### src/rtl/sram_ctrl_pkg.sv
// Shared types for the SRAM bank controller: FSM state encoding and arbiter grant encoding.
package sram_ctrl_pkg;

  localparam int ADDR_W_DEF = 14;
  localparam int DATA_W_DEF = 16;

  typedef enum logic [2:0] {
    ST_IDLE,
    ST_INIT,
    ST_RD1,
    ST_RD2,
    ST_WR,
    ST_DONE
  } state_t;

  typedef enum logic {
    GNT_CPU = 1'b0,
    GNT_DMA = 1'b1
  } gnt_t;

endpackage

### src/rtl/sram_bank_ctrl_if.sv
// Request/acknowledge port used by both the CPU and the DMA side of the bank controller.
interface sram_bank_ctrl_if #(
  parameter int ADDR_W = 14,
  parameter int DATA_W = 16
) ();
  logic              req;
  logic              we;
  logic [ADDR_W-1:0] addr;
  logic [DATA_W-1:0] wdata;
  logic              ack;
  logic [DATA_W-1:0] rdata;

  modport master (output req, we, addr, wdata, input ack, rdata);
  modport slave  (input req, we, addr, wdata, output ack, rdata);
endinterface

### src/rtl/rr_arbiter2.sv
// Two-way round-robin arbiter; purely combinational, the caller registers last_grant.
module rr_arbiter2
  import sram_ctrl_pkg::*;
(
  input  logic [1:0] req,
  input  gnt_t       last_grant,
  output gnt_t       grant
);

  always_comb begin
    grant = last_grant;
    if (req[GNT_CPU] && req[GNT_DMA]) begin
      grant = (last_grant == GNT_CPU) ? GNT_DMA : GNT_CPU;
    end else if (req[GNT_DMA]) begin
      grant = GNT_DMA;
    end else if (req[GNT_CPU]) begin
      grant = GNT_CPU;
    end
  end

endmodule

### src/rtl/sram_bank_ctrl.sv
// Sequencer for a bank of bit-sliced synchronous 16Kx1 SRAMs: CPU/DMA round-robin access
// with 1-cycle write / 2-cycle read strobes, plus a post-reset INIT_VALUE sweep.
module sram_bank_ctrl
  import sram_ctrl_pkg::*;
#(
  parameter int                ADDR_W        = ADDR_W_DEF,
  parameter int                DATA_W        = DATA_W_DEF,
  parameter logic [DATA_W-1:0] INIT_VALUE    = '0,
  parameter bit                INIT_ON_RESET = 1'b1
) (
  input  logic                clk,
  input  logic                reset,
  input  logic                init_start,
  output logic                init_busy,
  sram_bank_ctrl_if.slave     cpu,
  sram_bank_ctrl_if.slave     dma,
  output logic [ADDR_W-1:0]   ram_addr,
  output logic                ram_ce_n,
  output logic                ram_w_n,
  output logic [DATA_W-1:0]   ram_d,
  input  logic [DATA_W-1:0]   ram_q
);

  localparam logic [ADDR_W-1:0] CNT_LAST    = '1;
  localparam state_t            RESET_STATE = INIT_ON_RESET ? ST_INIT : ST_IDLE;

  state_t            state_reg, state_next;
  gnt_t              last_grant_reg, last_grant_next, arb_grant;
  logic [ADDR_W-1:0] cnt_reg, cnt_next;
  logic [ADDR_W-1:0] ram_addr_reg, ram_addr_next, sel_addr;
  logic              ram_ce_n_reg, ram_ce_n_next;
  logic              ram_w_n_reg, ram_w_n_next;
  logic [DATA_W-1:0] ram_d_reg, ram_d_next, sel_wdata;
  logic              busy_reg, sel_we;

  rr_arbiter2 u_arb (
    .req        ({dma.req, cpu.req}),
    .last_grant (last_grant_reg),
    .grant      (arb_grant)
  );

  assign sel_we    = (arb_grant == GNT_DMA) ? dma.we    : cpu.we;
  assign sel_addr  = (arb_grant == GNT_DMA) ? dma.addr  : cpu.addr;
  assign sel_wdata = (arb_grant == GNT_DMA) ? dma.wdata : cpu.wdata;

  // Pin values are registered from the next state, so the strobes line up with WR/RD1/RD2.
  // The sweep launches one word per INIT cycle; pins carry it one cycle later.
  always_comb begin
    state_next      = state_reg;
    cnt_next        = cnt_reg;
    last_grant_next = last_grant_reg;
    ram_addr_next   = ram_addr_reg;
    ram_ce_n_next   = 1'b1;
    ram_w_n_next    = 1'b1;
    ram_d_next      = '0;
    case (state_reg)
      ST_IDLE: begin
        if (init_start) begin
          state_next = ST_INIT;
          cnt_next   = '0;
        end else if (cpu.req || dma.req) begin
          last_grant_next = arb_grant;
          ram_addr_next   = sel_addr;
          ram_ce_n_next   = 1'b0;
          ram_w_n_next    = !sel_we;
          ram_d_next      = sel_we ? sel_wdata : '0;
          state_next      = sel_we ? ST_WR : ST_RD1;
        end
      end
      ST_INIT: begin
        ram_addr_next = cnt_reg;
        ram_ce_n_next = 1'b0;
        ram_w_n_next  = 1'b0;
        ram_d_next    = INIT_VALUE;
        cnt_next      = cnt_reg + 1'b1;
        if (cnt_reg == CNT_LAST) state_next = ST_IDLE;
      end
      ST_RD1: begin
        ram_ce_n_next = 1'b0;
        state_next    = ST_RD2;
      end
      ST_WR:   state_next = ST_DONE;
      ST_RD2:  state_next = ST_DONE;
      ST_DONE: state_next = ST_IDLE;
      default: state_next = ST_IDLE;
    endcase
  end

  always_ff @(posedge clk or posedge reset) begin
    if (reset) begin
      state_reg      <= RESET_STATE;
      cnt_reg        <= '0;
      last_grant_reg <= GNT_DMA;
      ram_addr_reg   <= '0;
      ram_ce_n_reg   <= 1'b1;
      ram_w_n_reg    <= 1'b1;
      ram_d_reg      <= '0;
      busy_reg       <= INIT_ON_RESET;
    end else begin
      state_reg      <= state_next;
      cnt_reg        <= cnt_next;
      last_grant_reg <= last_grant_next;
      ram_addr_reg   <= ram_addr_next;
      ram_ce_n_reg   <= ram_ce_n_next;
      ram_w_n_reg    <= ram_w_n_next;
      ram_d_reg      <= ram_d_next;
      busy_reg       <= (state_next == ST_INIT);
    end
  end

  // Index 0 is the CPU port, index 1 the DMA port, matching the grant encoding.
  for (genvar gi = 0; gi < 2; gi++) begin : g_port
    logic              ack_q;
    logic [DATA_W-1:0] rdata_q;
    always_ff @(posedge clk or posedge reset) begin
      if (reset) begin
        ack_q   <= 1'b0;
        rdata_q <= '0;
      end else begin
        ack_q <= (state_next == ST_DONE) && (int'(last_grant_reg) == gi);
        if (state_reg == ST_RD2 && int'(last_grant_reg) == gi) rdata_q <= ram_q;
      end
    end
  end

  assign cpu.ack   = g_port[0].ack_q;
  assign cpu.rdata = g_port[0].rdata_q;
  assign dma.ack   = g_port[1].ack_q;
  assign dma.rdata = g_port[1].rdata_q;

  assign init_busy = busy_reg;
  assign ram_addr  = ram_addr_reg;
  assign ram_ce_n  = ram_ce_n_reg;
  assign ram_w_n   = ram_w_n_reg;
  assign ram_d     = ram_d_reg;

endmodule

### src/flat_wrapper.sv
// flat-port wrapper written by rule: the top's interface ports become plain ports
module sram_bank_ctrl_flat import sram_ctrl_pkg::*;
#(
  parameter int                ADDR_W        = ADDR_W_DEF,
  parameter int                DATA_W        = DATA_W_DEF,
  parameter logic [DATA_W-1:0] INIT_VALUE    = '0,
  parameter bit                INIT_ON_RESET = 1'b1
)
  (clk, reset, init_start, init_busy, ram_addr, ram_ce_n, ram_w_n, ram_d, ram_q, cpu_req, cpu_we, cpu_addr, cpu_wdata, cpu_ack, cpu_rdata, dma_req, dma_we, dma_addr, dma_wdata, dma_ack, dma_rdata);
  sram_bank_ctrl_if #(.ADDR_W(ADDR_W), .DATA_W(DATA_W)) cpu_i ();
  sram_bank_ctrl_if #(.ADDR_W(ADDR_W), .DATA_W(DATA_W)) dma_i ();
  input  logic clk;
  input  logic reset;
  input  logic init_start;
  output logic init_busy;
  output logic [ADDR_W-1:0] ram_addr;
  output logic ram_ce_n;
  output logic ram_w_n;
  output logic [DATA_W-1:0] ram_d;
  input  logic [DATA_W-1:0] ram_q;
  input wire logic [$bits(cpu_i.req)-1:0] cpu_req;
  input wire logic [$bits(cpu_i.we)-1:0] cpu_we;
  input wire logic [$bits(cpu_i.addr)-1:0] cpu_addr;
  input wire logic [$bits(cpu_i.wdata)-1:0] cpu_wdata;
  output wire logic [$bits(cpu_i.ack)-1:0] cpu_ack;
  output wire logic [$bits(cpu_i.rdata)-1:0] cpu_rdata;
  input wire logic [$bits(dma_i.req)-1:0] dma_req;
  input wire logic [$bits(dma_i.we)-1:0] dma_we;
  input wire logic [$bits(dma_i.addr)-1:0] dma_addr;
  input wire logic [$bits(dma_i.wdata)-1:0] dma_wdata;
  output wire logic [$bits(dma_i.ack)-1:0] dma_ack;
  output wire logic [$bits(dma_i.rdata)-1:0] dma_rdata;
  assign cpu_i.req = cpu_req;
  assign cpu_i.we = cpu_we;
  assign cpu_i.addr = cpu_addr;
  assign cpu_i.wdata = cpu_wdata;
  assign cpu_ack = cpu_i.ack;
  assign cpu_rdata = cpu_i.rdata;
  assign dma_i.req = dma_req;
  assign dma_i.we = dma_we;
  assign dma_i.addr = dma_addr;
  assign dma_i.wdata = dma_wdata;
  assign dma_ack = dma_i.ack;
  assign dma_rdata = dma_i.rdata;
  sram_bank_ctrl #(.ADDR_W(ADDR_W), .DATA_W(DATA_W), .INIT_VALUE(INIT_VALUE), .INIT_ON_RESET(INIT_ON_RESET)) u_core (.clk(clk), .reset(reset), .init_start(init_start), .init_busy(init_busy), .cpu(cpu_i), .dma(dma_i), .ram_addr(ram_addr), .ram_ce_n(ram_ce_n), .ram_w_n(ram_w_n), .ram_d(ram_d), .ram_q(ram_q));
endmodule
### config.mk
export PLATFORM = sky130hd
export DESIGN_NAME = sram_bank_ctrl_flat
export DESIGN_NICKNAME = d
export VERILOG_FILES = /design/src/rtl/sram_ctrl_pkg.sv /design/src/rtl/sram_bank_ctrl_if.sv /design/src/rtl/rr_arbiter2.sv /design/src/rtl/sram_bank_ctrl.sv /design/src/flat_wrapper.sv
export SDC_FILE = /design/constraint.sdc
export NUM_CORES = 1
export LEC_CHECK = 0
export CORE_ASPECT_RATIO = 1.2
export CORE_MARGIN = 5
export CORE_UTILIZATION = 44
export DETAILED_ROUTE_END_ITERATION = 16
export PLACE_DENSITY = 0.82
export SYNTH_ARGS = -nofsm -noshare
export SYNTH_HDL_FRONTEND = slang
export SYNTH_SLANG_ARGS = --single-unit
### constraint.sdc
create_clock -name clk -period 3.5 [get_ports clk]
set_input_delay 0.7 -clock clk [delete_from_list [all_inputs] [get_ports clk]]
set_output_delay 0.7 -clock clk [all_outputs]
set_load 0.02 [all_outputs]
==> metrics.yaml <==
status:
  outcome: "finished clean"
final_layout:
  ff_latch_area_sq_um: 2130
  post_route_cells_drive_above_1_share: 0.132
  area.growth.synth_to_final_pct: 48.1
  antenna_cells: 0
  multiInputGateArea_sq_um: 1520
  final.fill_count: 654
  layout.nets: 578
setup_path:
  worst_r2r_startpoint: "u_core.state_reg[0]"
  reg2reg_setup_slack_ns: 1.24
  setup.worst_path.start_class: "input pin"
  critical_path.endpoint_type: "flop"
  crit-reg2reg-capture: "u_core.cpu.rdata[10]"
  timing_worst_setup_path_type: "in2reg"
  cp_data_required_time_ns: 3.76
  worst-r2r-cell-count: 4
  critical_path_peak_fanout: 6
  arrival_ns: 2.71
timing:
  report.final.slew_viol_count: 0
  rsz0062_at_grt: "false"
  timing.final.setup_violations: 0
  worst_slew_pin_slew_ns: 0.857
  skew_ns: 0.00700
  slew_headroom: 0.428
  fin_tns_setup_ns: 0
  post-route-worst-setup-slack_ns: 1.05
  fmaxAchievable_mhz: 409
  timing.final.crit_period_ns: 2.45
  hold_viol_final: 0
  layout_worst_path_cycle_share: 0.699
route:
  drc_errors: 0
  route.detailed.vias_per_inst: 5.48
  detail_route.wirelength_um: 10900
  avgRoutedWirePerCell_um: 17.6
  initialDrtViolationCount: 312
  dr.pass1.iters: 4
  antenna_left: 0
  detailroute.via_count: 3378
cts:
  cts_tree: "built"
  clock_latency_reported_for_the_late_side_of_the_worst_skew_pair_ns: 0.35
  post_cts.resized_instances: 0
  cts_htree_levels: 3
  clock_sink_count: 85
  clk_pin_slew_worst_paths_ns: 0.08
  number_of_buffers_on_the_longest_clock_path: 2
  clockRootBuffer: "clkbuf_8"
  postCtsSetupBuffers: 0
  cts_inserted_buffers: 9
  cts_stage_hold_buffer_count: 0
pwr:
  cell_internal_pwr_mw: 1.92
  netSwitchingFraction: 0.315
  max_rail_drop_vdd_mv: 0.254
  power_density_nw_per_um2: 501
  static_power_due_to_leakage_nw: 2.33
  p_clk_frac: 0.274
  switchingPower_mw: 0.883
  logic_pwr_share: 0.261
  sequentialPowerShare: 0.465
synth:
  synth-main-ff-cell: "dfrtp_1"
  yosys_warnings: 0
  synth_edf_count: 0
  synth-async-reset-ratio: 1.00
  syn-instance-count: 354
  synth_cell_types: 44
  syn_avg_cell_area_sq_um: 10.7
  mappedNetlistNets: 438
  ff_latch_count_synth: 85
  syn_area_sq_um: 3770
  seq_area_frac_synth: 0.565
placement:
  detailedPlacementHpwl_um: 8110
  detailedPlace.worstSlack_ns: 0.509
  gp_congestion: 0.847
  count_of_buffers_from_port_buffering: 149
grt:
  grt_antenna_before_repair: 0
  track_usage: 0.213
  largest_net_degree_at_the_start_of_global_routing: 47
  grt_first_pass_wirelength_um: 17600
  gr-total-overflow: 0
  grt_pass1_vias: 3500
flow_run:
  maxCapViolCount: 0
floorplanning:
  initial_utilization: 0.445
  dieArea_sq_um: 10500
  row_count: 37
  fp.dieW_um: 94.5
  num_io_pins: 150
  fp.dieH_um: 111
  floorplan.core_area_sq_um: 8470
hold_path:
  worstHoldEndpoint: "u_core.cpu.rdata[8]"
  min-delay-start: "u_core.cpu.rdata[8]"
  worst_min_delay_path_category: "reg2reg"
  min_delay_path_depth: 1
-- worst max-delay path, cell delays in order --
cell             delay (ns)
clkdlybuf4s50_1        0.49
o21bai_1               0.28
a21boi_0               0.62
clkbuf_2               0.30
o22ai_1                0.09
a31oi_1                0.22
-- power groups by stage --
stage                     combinational, mW  sequential, mW  clock [mW]
after floorplan                       0.288            1.37           0
after global placement                0.710            1.31           0
after detailed placement              0.739            1.31           0
after CTS                             0.741            1.30       0.783
after global routing                  0.789            1.32       0.816
final                                 0.732            1.30       0.767
-- cell usage after synthesis, drive strengths merged (3+ instances only) --
library cell	number	area, sq um
dfrtp	80	2000
o21a	4	30.0
nor3	4	20.0
o211ai	3	22.5
mux2	32	360
dfstp	5	131
o22ai	11	68.8
nand3	40	200
nand4	5	31.3
nand3b	3	22.5
nor2	10	40.0
buf	12	57.6
nand2	34	128
a21oi	25	125
inv	5	18.8
clkbuf	15	56.3
mux2i	5	50.1
o21ai	16	80.1
a31oi	17	106
-- layout make-up --
type	instances	area share
Inverter	5	0.00358
Multi-Input combinational cell	237	0.271
Sequential cell	85	0.382
Tap cell	117	0.0262
Clock buffer	10	0.0228
Clock inverter	6	0.0168
Timing Repair Buffer	156	0.278
-- kinds of logic (layout without fill, tap and decap cells) --
kind of cell / after synthesis / count (layout) / share of synthesized area
simple gates: 112 / 112 / 0.148
mux: 37 / 37 / 0.109
flops: 85 / 85 / 0.565
fa+ha+maj: 1 / 1 / 0.00332
buf+inv: 32 / 177 / 0.0351
compound gates: 87 / 87 / 0.139
-- per-layer routing --
metal / global-route usage / wire, um / up-vias
met4: 0.0703 / 173 / 0
met3: 0.0534 / 672 / 13
li1: - / - / 1571
met2: 0.380 / 6010 / 127
met1: 0.247 / 4010 / 1667
met5: 0 / 0 / -
-- worst max path at each step --
stage | endpoint | from | cells past startpoint | slack [ns]
2_1_floorplan | u_core.cnt_reg[0] | reset | 1 | 0.61
3_3_place_gp | u_core.ram_addr[4] | dma_req | 5 | 0.65
3_5_place_dp | u_core.ram_addr[10] | init_start | 5 | 0.51
4_1_cts | u_core.ram_addr[10] | init_start | 5 | 0.86
5_1_grt | u_core.ram_addr[10] | init_start | 6 | 0.86
6_report | u_core.ram_addr[10] | init_start | 6 | 1.05
-- stage by stage --
step,instances,area [sq um],hold WS (ns),total power [mW],util
2_1_floorplan,354,3770,0.480,1.65,-
3_3_place_gp,598,5360,0.486,2.02,0.633
3_5_place_dp,598,5360,0.492,2.05,0.633
4_1_cts,614,5580,0.514,2.82,0.659
5_1_grt,616,5590,0.530,2.93,0.660
6_report,616,5590,0.510,2.80,0.660
-- cell usage in the layout (no fill, tap or decap), drive strengths merged, types with 2 or more instances in the layout --
cell	instances
mux2i	5
mux2	32
nor4	2
and3	2
dfstp	5
nand2b	2
o21a	4
nand3	40
nand4	5
dfrtp	80
nor2b	2
clkbuf	11
nor3	4
inv	6
clkinv	2
bufinv	2
buf	6
clkdlybuf4s50	149
nor2	10
o22ai	11
nor3b	2
a21oi	25
nand2	34
o21ai	16
nand3b	3
o211ai	3
a211oi	2
a31oi	17
and4	2
a41oi	2
Note: power is estimated with default switching activity, not from simulation.
